<file path="src/rtl/reg_bus_bridge.sv">
// UART-to-register-bus bridge: decodes 0x02 (write) / 0x01 (read) byte packets,
// drives a simple register port and returns an ack byte or the 4-byte read word.
module reg_bus_bridge #(
  parameter int TIMEOUT = 1000
) (
  input  logic        ipClk,
  input  logic        ipReset,
  input  logic [7:0]  ipRxData,
  input  logic        ipRxValid,
  output logic [7:0]  opTxData,
  output logic        opTxValid,
  input  logic        ipTxReady,
  output logic [7:0]  opAddress,
  output logic [31:0] opWrData,
  output logic        opWrEnable,
  input  logic [31:0] ipRdData,
  output logic [7:0]  opErrCount
);

  // Tx handshake: a byte moves when opTxValid && ipTxReady at a rising edge;
  // once raised, opTxValid and opTxData hold until that transfer happens.

  localparam int CW = (TIMEOUT > 2) ? $clog2(TIMEOUT) : 1;
  localparam logic [CW-1:0] TMO_LAST = CW'(TIMEOUT - 1);

  localparam logic [7:0] CMD_READ  = 8'h01;
  localparam logic [7:0] CMD_WRITE = 8'h02;
  localparam logic [7:0] ACK_BYTE  = 8'hA5;

  typedef enum logic [2:0] {
    S_IDLE,
    S_CMD_ADDR,
    S_WR_DATA,
    S_WR_STROBE,
    S_RD_WAIT,
    S_TX_SEND
  } state_t;

  state_t        state_q;
  logic          is_write_q;
  logic [1:0]    byte_idx_q;
  logic [1:0]    tx_last_q;
  logic          rd_cnt_q;
  logic [31:0]   shift_q;
  logic [CW-1:0] tmo_cnt_q;
  logic [7:0]    addr_q;
  logic [31:0]   wr_data_q;
  logic          wr_en_q;
  logic [7:0]    tx_data_q;
  logic          tx_valid_q;
  logic [7:0]    err_cnt_q;
  logic [7:0]    err_cnt_d;

  logic          in_rx_window;
  logic          tmo_hit;
  logic          err_event;

  always_comb begin
    in_rx_window = (state_q == S_CMD_ADDR) || (state_q == S_WR_DATA);
    tmo_hit      = in_rx_window && !ipRxValid && (tmo_cnt_q == TMO_LAST);
    err_event    = 1'b0;
    if (ipRxValid) begin
      case (state_q)
        S_IDLE:      err_event = (ipRxData != CMD_READ) && (ipRxData != CMD_WRITE);
        S_WR_STROBE,
        S_RD_WAIT,
        S_TX_SEND:   err_event = 1'b1;
        default:     err_event = 1'b0;
      endcase
    end
    // Any combination of sources in one cycle is a single increment.
    if (tmo_hit) begin
      err_event = 1'b1;
    end
    err_cnt_d = err_cnt_q;
    if (err_event && (err_cnt_q != 8'hFF)) begin
      err_cnt_d = err_cnt_q + 8'd1;
    end
  end

  always_ff @(posedge ipClk) begin
    if (ipReset) begin
      state_q    <= S_IDLE;
      is_write_q <= 1'b0;
      byte_idx_q <= 2'd0;
      tx_last_q  <= 2'd0;
      rd_cnt_q   <= 1'b0;
      shift_q    <= 32'd0;
      tmo_cnt_q  <= '0;
      addr_q     <= 8'd0;
      wr_data_q  <= 32'd0;
      wr_en_q    <= 1'b0;
      tx_data_q  <= 8'd0;
      tx_valid_q <= 1'b0;
      err_cnt_q  <= 8'd0;
    end else begin
      wr_en_q   <= 1'b0;
      err_cnt_q <= err_cnt_d;
      case (state_q)
        S_IDLE: begin
          if (ipRxValid && ((ipRxData == CMD_READ) || (ipRxData == CMD_WRITE))) begin
            is_write_q <= (ipRxData == CMD_WRITE);
            tmo_cnt_q  <= '0;
            state_q    <= S_CMD_ADDR;
          end
        end
        S_CMD_ADDR: begin
          if (ipRxValid) begin
            addr_q    <= ipRxData;
            tmo_cnt_q <= '0;
            if (is_write_q) begin
              byte_idx_q <= 2'd0;
              state_q    <= S_WR_DATA;
            end else begin
              rd_cnt_q <= 1'b0;
              state_q  <= S_RD_WAIT;
            end
          end else if (tmo_hit) begin
            state_q <= S_IDLE;
          end else begin
            tmo_cnt_q <= tmo_cnt_q + CW'(1);
          end
        end
        S_WR_DATA: begin
          if (ipRxValid) begin
            wr_data_q[{byte_idx_q, 3'b000} +: 8] <= ipRxData;
            tmo_cnt_q <= '0;
            if (byte_idx_q == 2'd3) begin
              wr_en_q <= 1'b1;
              state_q <= S_WR_STROBE;
            end else begin
              byte_idx_q <= byte_idx_q + 2'd1;
            end
          end else if (tmo_hit) begin
            state_q <= S_IDLE;
          end else begin
            tmo_cnt_q <= tmo_cnt_q + CW'(1);
          end
        end
        S_WR_STROBE: begin
          tx_data_q  <= ACK_BYTE;
          tx_valid_q <= 1'b1;
          byte_idx_q <= 2'd0;
          tx_last_q  <= 2'd0;
          state_q    <= S_TX_SEND;
        end
        S_RD_WAIT: begin
          // Second cycle: the register block has had a full cycle to settle.
          if (rd_cnt_q) begin
            shift_q    <= ipRdData;
            tx_data_q  <= ipRdData[7:0];
            tx_valid_q <= 1'b1;
            byte_idx_q <= 2'd0;
            tx_last_q  <= 2'd3;
            state_q    <= S_TX_SEND;
          end else begin
            rd_cnt_q <= 1'b1;
          end
        end
        S_TX_SEND: begin
          if (tx_valid_q && ipTxReady) begin
            if (byte_idx_q == tx_last_q) begin
              tx_valid_q <= 1'b0;
              state_q    <= S_IDLE;
            end else begin
              byte_idx_q <= byte_idx_q + 2'd1;
              tx_data_q  <= shift_q[15:8];
              shift_q    <= {8'd0, shift_q[31:8]};
            end
          end
        end
        default: begin
          state_q <= S_IDLE;
        end
      endcase
    end
  end

  assign opTxData   = tx_data_q;
  assign opTxValid  = tx_valid_q;
  assign opAddress  = addr_q;
  assign opWrData   = wr_data_q;
  assign opWrEnable = wr_en_q;
  assign opErrCount = err_cnt_q;

endmodule

</file>
<file path="config.mk">
export PLATFORM = sky130hd
export DESIGN_NAME = reg_bus_bridge
export DESIGN_NICKNAME = d
export VERILOG_FILES = /design/src/rtl/reg_bus_bridge.sv
export SDC_FILE = /design/constraint.sdc
export NUM_CORES = 1
export LEC_CHECK = 0
export CAP_MARGIN = 10
export CORE_MARGIN = 4
export CORE_UTILIZATION = 40
export DETAILED_ROUTE_END_ITERATION = 7
export GPL_TIMING_DRIVEN = 0
export PLACE_DENSITY = 0.75
export SYNTH_ARGS = -nofsm -noshare
export SYNTH_HDL_FRONTEND = slang
export SYNTH_SLANG_ARGS = --single-unit
export TNS_END_PERCENT = 100
</file>
<file path="constraint.sdc">
create_clock -name ipClk -period 6.4 [get_ports ipClk]
set_clock_uncertainty 0.2 [all_clocks]
set_input_delay 1.28 -clock ipClk [delete_from_list [all_inputs] [get_ports ipClk]]
set_output_delay 1.28 -clock ipClk [all_outputs]
set_load 0.01 [all_outputs]
</file>
; ---- Word-level counts from Yosys, hierarchy flattened
; Cells that the tools add are included.
[totals]
ff_bits = 109
out_inout_bits = 58
elab_cells = 120
[classes]
add_sub_neg = 4
n_eq_ne = 25
shifts = 2
n_mux = 44
bitwise = 2
n_reduce_logical = 30
[ops]
columns = cell, count
row1 = 2-to-1 mux 32 bit, 3
row2 = case mux 32 bit (2 select lines), 1
row3 = bitwise mux 32 bit, 1
row4 = variable shift 8 x 7 -> 32 bit (first input constant), 1
row5 = variable part select 8 x 7 -> 32 bit, 1
row6 = 2-to-1 mux 10 bit, 3
row7 = 2-to-1 mux 3 bit, 9
row8 = 2-to-1 mux 8 bit, 3
row9 = case mux 8 bit (3 select lines), 1
row10 = inequality test 2 bit (second input constant), 10
row11 = case mux 10 bit (2 select lines), 1
row12 = case mux 3 bit (6 select lines), 1
row13 = 2-to-1 mux 2 bit, 8
row14 = AND reduction 4 bit, 3
row15 = adder 10 x 1 -> 10 bit (second input constant), 1
row16 = equality test 10 bit (second input constant), 1
row17 = case mux 2 bit (5 select lines), 1
row18 = adder 8 x 1 -> 8 bit (second input constant), 1
row19 = equality test 8 x 1 -> 1 bit (second input constant), 1
row20 = equality test 8 x 2 -> 1 bit (second input constant), 1
row21 = 2-to-1 mux 1 bit, 8
row22 = inequality test 8 x 1 -> 1 bit (second input constant), 1
row23 = inequality test 8 x 2 -> 1 bit (second input constant), 1
row24 = inequality test 8 bit (second input constant), 1
row25 = other kinds (26), 44

; ---- Depth between registers and ports, before layout
; Gate-level depths: netlist (run 1).
[logic_depth]
depth_word = 7
ltp_mapped = 8
mapped_depth_nobuf = 6

; ---- Least setup slack after synthesis (run 1)
; Ideal clock, no wire load.
[synth_path]
path_kind = input to register
startpoint = input port ipRxData[1]
endpoint = register err_cnt_q[6], in the netlist opErrCount[6]
setup_time_ns = 0.086
t_arrival_ns = 2.664
setup_slack_ns = 3.451
path_stages = 6
n_path_buf = 1
path_cell_list = buf_2 xor2_1 a311oi_2 or3_1 and4b_1 a211oi_1
[synth_between]
elab_chain_cells = 6
word_cells_on_any_way = 7
classes_between = eq/ne (2) / mux (3) / reduce/logical (2)
[synth_rtl]
columns = element, line
row1 = from (decl), 8  ; input logic [7:0] ipRxData,
row2 = inequality test 8 x 1 -> 1 bit or inequality test 8 x 2 -> 1 bit (tied branches), 64  ; S_IDLE: err_event = (ipRxData != CMD_READ) && (ipRxData != CMD_WRITE);
row3 = logical AND 1 bit (*), 64
row4 = case mux 1 bit (2 select lines) (*), 63  ; case (state_q)
row5 = 2-to-1 mux 1 bit (*), 62  ; if (ipRxValid) begin
row6 = 2-to-1 mux 1 bit (*), 72  ; if (tmo_hit) begin
row7 = logical AND 1 bit (*), 76  ; if (err_event && (err_cnt_q != 8'hFF)) begin
row8 = to (signal assigned), 98  ; err_cnt_q <= err_cnt_d;
row9 = to (decl), 51  ; logic [7:0] err_cnt_q;
; Mark *: on every way between the ends. The rest lies on a longest branch, timed or not.
; A chain may end at the register's enable or synchronous reset.

; ---- Worst setup path after layout (run 1)
[layout_path]
startpoint = input port ipRxValid
endpoint = register wr_data_q[23], in the netlist opWrData[23]
[layout_between]
elab_chain_cells = 1
[layout_rtl]
columns = element, line
row1 = from (decl), 9  ; input logic ipRxValid,
row2 = AND reduction 2 bit (no line), --
row3 = "to (signal, indexed assignment)", 126  ; wr_data_q[{byte_idx_q, 3'b000} +: 8] <= ipRxData;
row4 = to (decl), 47  ; logic [31:0] wr_data_q;
; Every way passes these cells.

==> results by group, run 1 <==
Synthesis
  – Cell area after synthesis: 0.00464 mm2
  – Synth warnings: 0
  – Share of the synthesized area in the top cell type: 0.432
  – Post-synth EDFFs: 0
  – Top-count cell post-synth: dfxtp_1
  – Top cells by area, synth: dfxtp_1, nand3_1, a21oi_1, nand2_1, mux2i_1
  – Post-synth ARST share: 0
  – Mean post-synth cell area: approximately 8.4 um2
  – Synth top cells by count: dfxtp_1, nand2_1, nand3_1, nor2_1, a21oi_1
  – FF+latch count, synth: 100
  – Synthesized instance count: about 550
  – Post-synth top flop: dfxtp_1
  – Post-synthesis sequential area ratio: 0.432
  – Largest area contributor in the netlist: dfxtp_1
  – Syn Nets: between 600 and 700
  – Post-synthesis cell type count: 58

Worst setup path
  – Critical path startpoint: ipRxValid
  – Required @ worst endpoint: about 6.5 ns
  – Crit path largest cell delay: ~0.50 ns
  – WS Path Type: input pin to flop
  – Crit-path max FO: 10
  – Worst r2r src: byte_idx_q[0]$_SDFFE_PP0P_
  – CP cell instances: clkdlybuf4s50_1 > buf_2 > nor2b_1 > and3_1 > clkbuf_1 > and2_1 > buf_2 > nand3_1 > a21oi_1
  – Most frequent CP cell: buf_2
  – Slowest-stage cell, CP: clkdlybuf4s50_1
  – CP arrival: about 3.5 ns
  – CP startpoint kind: input pin
  – CP Capture Type: flop

CTS
  – Post-CTS resize count: 0
  – Clk_lat worst skew: 0.34 ns
  – CTS Buf Count: 9
  – Post-cts hold buffer count: 0
  – Clock transition at path regs: roughly 0.07 ns
  – # clock sinks: 100
  – H-tree Lvls: 3
  – Post-CTS Setup Inserts: 0
  – TritonCTS clock tree: yes
  – CTS root buf: clkbuf_16
  – Worst-case clock buffer depth: 2

Drt
  – Vias: 4,496
  – 1st-iter DRT viols: around 420
  – DR WL/cell: approximately 16 um
  – Vias per std cell: between 5 and 6
  – 1st-pass router iterations: 5
  – DRC: 0
  – Final Routed Wirelength: 13.1 mm
  – Post-detailed-route count of antenna-violating nets: 0

Die
  – # rows: 39
  – Core outline area: approximately 0.011 mm2
  – Die W: 116 um
  – Overall die height: roughly 120 um
  – Die area: 0.0134 mm2
  – Ports: around 100
  – Starting Density: 0.408

Layout
  – Fillcell total: ~1,100
  – Fin cells: 809
  – Design Area, Final: between 0.006 and 0.007 mm2
  – Ant diodes: 0
  – Final nets: approximately 710
  – Area growth from synthesis to layout: 31.4%
  – Fraction of layout cells with a size suffix above 1: 0.0661

Global route
  – Global Route Usage Sum: 0.199
  – Largest net degree at the start of global routing: 20
  – Total overflow reported by the global router: 0
  – Vias in the first global route: 4,359
  – Initial antenna violation count: 0
  – First-pass GRT wire length: ~21 mm

Min path
  – Hold crit path type: flop to flop
  – Min-delay src: opWrData[11]$_SDFFE_PP0P_

Placed design
  – PortBufs: just under 100
  – Dpl hpwl: 9.71 mm
  – Inst Count DP: roughly 790
  – GP Congestion: 0.879
  – Area after DPL: approximately 0.0058 mm2

Status
  – Status: finished, final reports clean

Timing
  – Max-slew violations: 0
  – Final hold vios: 0
  – Tmin final: between 3 and 4 ns
  – Final cycle utilization of the critical path: 0.539
  – # setup viols final: 0
  – Headroom to the max-slew limit: 0.374
  – RSZ-0062 raised after global routing: false
  – WHS: between 0.2 and 0.3 ns
  – Worst-Margin Slew: between 0.9 and 1 ns
  – Peak Freq: between 200 and 300 MHz
  – Setup Total Neg Slack: 0 ns

Run
  – Max-cap violation count: 0

Power and ir drop
  – P per Cell Area: roughly 200 mW/mm2
  – Tot Pwr: 1240 uW
  – Lkg Pwr: 0.00202 uW
  – Worst IR drop on VDD: roughly 0.18 mV
[path summary, 6_finish.rpt]
path              cells after the start  slack, ns                   endpoint
setup / recovery                      9       2.95  opWrData[23]$_SDFFE_PP0P_
hold / removal                        2       0.25  opWrData[11]$_SDFFE_PP0P_
setup reg to reg                      6       3.77  opWrData[23]$_SDFFE_PP0P_
hold reg to reg                       2       0.25  opWrData[11]$_SDFFE_PP0P_
[kinds of logic after synthesis]
kind of cell    share of synthesized area
compound gates                      0.163
fa+ha+maj                          0.0216
xor+xnor                           0.0208
flops                               0.432
buf+inv                            0.0497
simple gates                        0.264
mux                                0.0497
[state kept, by name, summed over array words and instances (netlist names)]
name and cells:
opTxData 8, opAddress 8, tx_last_q 1, opWrData 32, state_q 3, opTxValid 1
shift_q 24, opErrCount 8, opWrEnable 1, is_write_q 1, tmo_cnt_q 10, byte_idx_q 2
rd_cnt_q 1
[report_power, final]
group / switching (uW) / internal, uW / total, uW
Combinational: 42.3 / 38.3 / 80.6
Clock: 259 / 274 / 533
Sequential: 3.40 / 625 / 628
[metal layers]
layer / up-vias / wire length, um / global-route usage
li1: 2195 / - / -
met4: 0 / 457 / 0.101
met3: 37 / 938 / 0.0376
met5: - / 0 / 0
met2: 187 / 6110 / 0.326
met1: 2077 / 5640 / 0.250
[metrics by stage]
step	setup WS (ns)	utilization
after floorplan	3.45	-
after global placement	2.70	0.510
after detailed placement	2.65	0.510
after CTS	2.96	0.536
after global routing	2.74	0.536
final	2.95	0.536
[layout make-up]
class	count	area, um2	share of cell area
plain buffers	43	200	0.0329
multi-input cells	401	2400	0.395
clock buffers	9	225	0.0370
repair buffers	98	981	0.161
inverters	8	30.0	0.00493
clock inverters	7	68.8	0.0113
flip-flops and latches	100	2000	0.329
well taps	143	179	0.0294
[worst max-delay path: cells and delay by family]
family | cells | cell delay, ns
compound gates | 1 | 0.21
buf+inv | 4 | 1.20
simple gates | 4 | 0.82
[layout by cell type, fill, tap and decap left out, types with 3 or more instances in the layout]
| master | count |
|---|---|
| or3_1 | 7 |
| nand2_1 | 62 |
| buf_1 | 4 |
| nand4_1 | 4 |
| nor3_1 | 16 |
| clkdlybuf4s50_1 | 98 |
| and3_1 | 7 |
| clkbuf_1 | 20 |
| xnor2_1 | 9 |
| ha_1 | 8 |
| inv_1 | 8 |
| a311oi_1 | 22 |
| a21oi_1 | 52 |
| nand3_1 | 61 |
| o21ai_0 | 16 |
| nor2_1 | 54 |
| buf_2 | 15 |
| dfxtp_1 | 100 |
| and2_1 | 6 |
| nor4_1 | 4 |
| nand2b_1 | 3 |
| nor3b_1 | 3 |
| mux2i_1 | 23 |
| nor2b_1 | 4 |
| clkbuf_16 | 9 |
Power figures use the tool's default switching activity.
==> run 2, diff against run 1 <==
==> constraint.sdc (replaced) <==
create_clock -name ipClk -period 3.5 [get_ports ipClk]
set_clock_uncertainty 0.2 [all_clocks]
set_input_delay 0.7 -clock ipClk [delete_from_list [all_inputs] [get_ports ipClk]]
set_output_delay 0.7 -clock ipClk [all_outputs]
set_load 0.01 [all_outputs]
==> results of run 2 <==
Same layout as run 1 (identical final DEF). Status: finished, final reports clean.
Among the figures that moved: setup slack after placement 2.65 ns -> 0.333 ns; setup slack after layout 2.95 ns -> 0.631 ns; register-to-register setup slack 3.77 ns -> 0.87 ns; total power 1240 uW -> 2270 uW; worst IR drop on VDD 0.177 mV -> 0.323 mV
==> run 3, diff against run 2 <==
--- a/config.mk
+++ b/config.mk
@@ -10,7 +10,7 @@
 export CORE_UTILIZATION = 40
 export DETAILED_ROUTE_END_ITERATION = 7
 export GPL_TIMING_DRIVEN = 0
-export PLACE_DENSITY = 0.75
+export PLACE_DENSITY = 0.77
 export SYNTH_ARGS = -nofsm -noshare
 export SYNTH_HDL_FRONTEND = slang
 export SYNTH_SLANG_ARGS = --single-unit
==> constraint.sdc (replaced) <==
create_clock -name ipClk -period 2.4 [get_ports ipClk]
set_clock_uncertainty 0.2 [all_clocks]
set_input_delay 0.48 -clock ipClk [delete_from_list [all_inputs] [get_ports ipClk]]
set_output_delay 0.48 -clock ipClk [all_outputs]
set_load 0.01 [all_outputs]
==> results by group, run 3 (same netlist as run 1, synthesis figures left out) <==
Drt
  – DR WL/cell: 16.6 um (was 16.2 um)
  – Post-detailed-route count of antenna-violating nets: 0 (unchanged)
  – Final Routed Wirelength: 13.5 mm (was 13.1 mm)
  – Vias per std cell: 5.62 (was 5.56)
  – Vias: 4,565 (was 4,496)
  – DRC: 0 (unchanged)
  – 1st-iter DRT viols: 387 (was 418)
  – 1st-pass router iterations: 5 (unchanged)

Layout
  – Final nets: 716 (was 713)
  – Fraction of layout cells with a size suffix above 1: 0.0942 (was 0.0661)
  – Final Util: 0.550 (was 0.536)
  – Most frequent cells in the layout: dfxtp_1, clkdlybuf4s50_1, nand3_1, nand2_1, nor2_1 (was dfxtp_1, clkdlybuf4s50_1, nand2_1, nand3_1, nor2_1)
  – Leading cell type in the layout, fill and taps excluded: dfxtp_1 (unchanged)
  – Max reg flops: 32 (unchanged)
  – Ant diodes: 0 (unchanged)
  – Design Area, Final: 0.00625 mm2 (was 0.00609 mm2)
  – Area growth from synthesis to layout: 34.8% (was 31.4%)

Timing
  – Peak Freq: 429 MHz
  – Headroom to the max-slew limit: 0.585 (was 0.374)
  – Worst-Margin Slew: 0.623 ns (was 0.936 ns)
  – Tmin final: between 2 and 2.5 ns
  – RSZ-0062 raised after global routing: false (unchanged)
  – Max-slew violations: 0 (unchanged)
  – # setup viols final: 0 (unchanged)
  – Final cycle utilization of the critical path: 0.972
  – Final hold vios: 0 (unchanged)
  – WHS: 0.250 ns (was 0.253 ns)

Min path
  – Min-delay src: opWrData[13]$_SDFFE_PP0P_ (was opWrData[11]$_SDFFE_PP0P_)
  – Hold crit path type: flop to flop (unchanged)

Placed design
  – GP Congestion: 0.890 (was 0.879)
  – Area after DPL: 0.00580 mm2 (unchanged)
  – PortBufs: 98 (unchanged)
  – Dpl hpwl: 9.72 mm (was 9.71 mm)

Worst setup path
  – CP arrival: 2.40 ns (was 2.93 ns)
  – WS Path Type: input pin to flop (unchanged)
  – Worst r2r src: state_q[0]$_SDFFE_PP0P_ (was byte_idx_q[0]$_SDFFE_PP0P_)
  – Critical path startpoint: ipRxData[6] (was ipRxValid)
  – Required @ worst endpoint: 2.47 ns (was 3.56 ns)
  – Crit-path max FO: 10 (unchanged)
  – Crit path largest cell delay: 0.70 ns (was 0.50 ns)
  – CP cell instances: clkdlybuf4s50_1 > nor2_4 > a311oi_2 > o31ai_4 > buf_6 > or3_1 > a21oi_1 (was clkdlybuf4s50_1 > buf_2 > nor2b_1 > and3_1 > clkbuf_1 > and2_1 > buf_2 > nand3_1 > a21oi_1)
  – CP Capture Type: flop (unchanged)
  – CP startpoint kind: input pin (unchanged)
  – Slowest-stage cell, CP: clkdlybuf4s50_1 (unchanged)

CTS
  – Post-cts hold buffer count: 0 (unchanged)
  – CTS Buf Count: 9 (unchanged)
  – Clock transition at path regs: 0.07 ns (about the same)
  – H-tree Lvls: 3 (unchanged)
  – Clk_lat worst skew: 0.34 ns (about the same)
  – TritonCTS clock tree: yes (unchanged)
  – Worst-case clock buffer depth: 2 (unchanged)
  – # clock sinks: 100 (unchanged)
  – CTS root buf: clkbuf_16 (unchanged)

Power and ir drop
  – Net Sw Frac: 0.233 (was 0.245)
  – Worst IR drop on VDD: 0.465 mV (was 0.323 mV)
  – Lkg Pwr: 0.00211 uW (was 0.00202 uW)
  – Clock group share of total power: 0.446 (was 0.429)
  – P_sw: 796 uW (was 557 uW)
  – Tot Pwr: 3420 uW (was 2270 uW)
  – P per Cell Area: 548 mW/mm2 (was 373 mW/mm2)
  – Combinational Power Share: 0.065 (about the same)
  – Pint: 2630 uW (was 1710 uW)
  – Share of power burned in registers: 0.489 (was 0.506)

Global route
  – Total overflow reported by the global router: 0 (unchanged)
  – Largest net degree at the start of global routing: 19 (was 20)
  – Initial antenna violation count: 0 (unchanged)
  – GR met1 Demand/Resource: 0.259 (was 0.250)
  – Grt met2 use: 0.340 (was 0.326)
  – First-pass GRT wire length: 22.0 mm (was 21.3 mm)
  – GRT Max-Usage Layer: met2 (unchanged)
  – Grt met3 use: 0.0423 (was 0.0376)
  – Global Route Usage Sum: 0.203 (was 0.199)
  – Vias in the first global route: 4,485 (was 4,359)

Status
  – Status: finished, final reports clean (unchanged)

Die
  – Ports: 102 (unchanged)
  – # rows: 39 (unchanged)
  – Core outline area: 0.0114 mm2 (unchanged)
  – Die W: 116 um (unchanged)
  – Starting Density: 0.408 (unchanged)
  – Overall die height: 116 um (unchanged)
  – Die area: 0.0134 mm2 (unchanged)

Run
  – Max-cap violation count: 0 (unchanged)
run 3: changes by cell type in the layout (fill, tap and decap cells not counted), sizes merged:
cell / before / now
clkdlybuf4s50: 98 / 94
dlymetal6s2s: 0 / 1
dlygate4sd2: 0 / 3
bufinv: 0 / 1
clkbuf: 30 / 34
clkinv: 3 / 1
run 3: worst max-delay path, delay by kind of cell:
family / cells / cell delay (ns)
compound gates: 3 / 0.63
simple gates: 2 / 0.42
buf+inv: 2 / 0.85
run 3: final cells by class:
cell class              instances  area, um2
flip-flops and latches        100       2000
plain buffers                  42        206
repair buffers                102       1010
multi-input cells             401       2500
clock buffers                  10        239
inverters                       8       30.0
well taps                     143        179
clock inverters                 6       80.1
fillers                      1053       5120
run 3: power groups by stage:
stage	Clock (uW)	Combinational, uW	Sequential, uW
global placement	0	210	1710
finish	1530	222	1670
detailed placement	0	213	1710
floorplan	0	90.5	1710
global route	1620	239	1680
CTS	1550	215	1670
run 3: worst paths after layout:
| kind | to | slack, ns | cells after the start |
|---|---|---|---|
| setup / recovery | opErrCount[2]$_SDFFE_PP0P_ | 0.07 | 7 |
| setup reg to reg | shift_q[12]$_SDFFE_PP0P_ | 0.17 | 7 |
| hold / removal | opWrData[13]$_SDFFE_PP0P_ | 0.25 | 2 |
| hold reg to reg | opWrData[13]$_SDFFE_PP0P_ | 0.25 | 2 |
run 3: metal layers:
layer	vias to the layer above	share of wire
li1	2199	-
met1	2146	0.42
met2	196	0.49
met3	24	0.074
met4	0	0.019
met5	-	0
run 3: through the flow:
step / TNS, ns / worst slack [ns] / instances
floorplan: 0 / 0.251 / 552
global placement: -28.01 / -0.489 / 793
detailed placement: -31.84 / -0.594 / 793
CTS: 0 / 0.0106 / 809
global route: 0 / 0.000511 / 812
finish: 0 / 0.0684 / 812
run 3: repair_timing:
action | 4_1_cts | 5_1_grt
pin swaps | 1 | 1
resized for setup | 10 | 21
cloned | 0 | 0
setup buffers | 1 | 3
endpoints found under the setup margin | 49 | 73
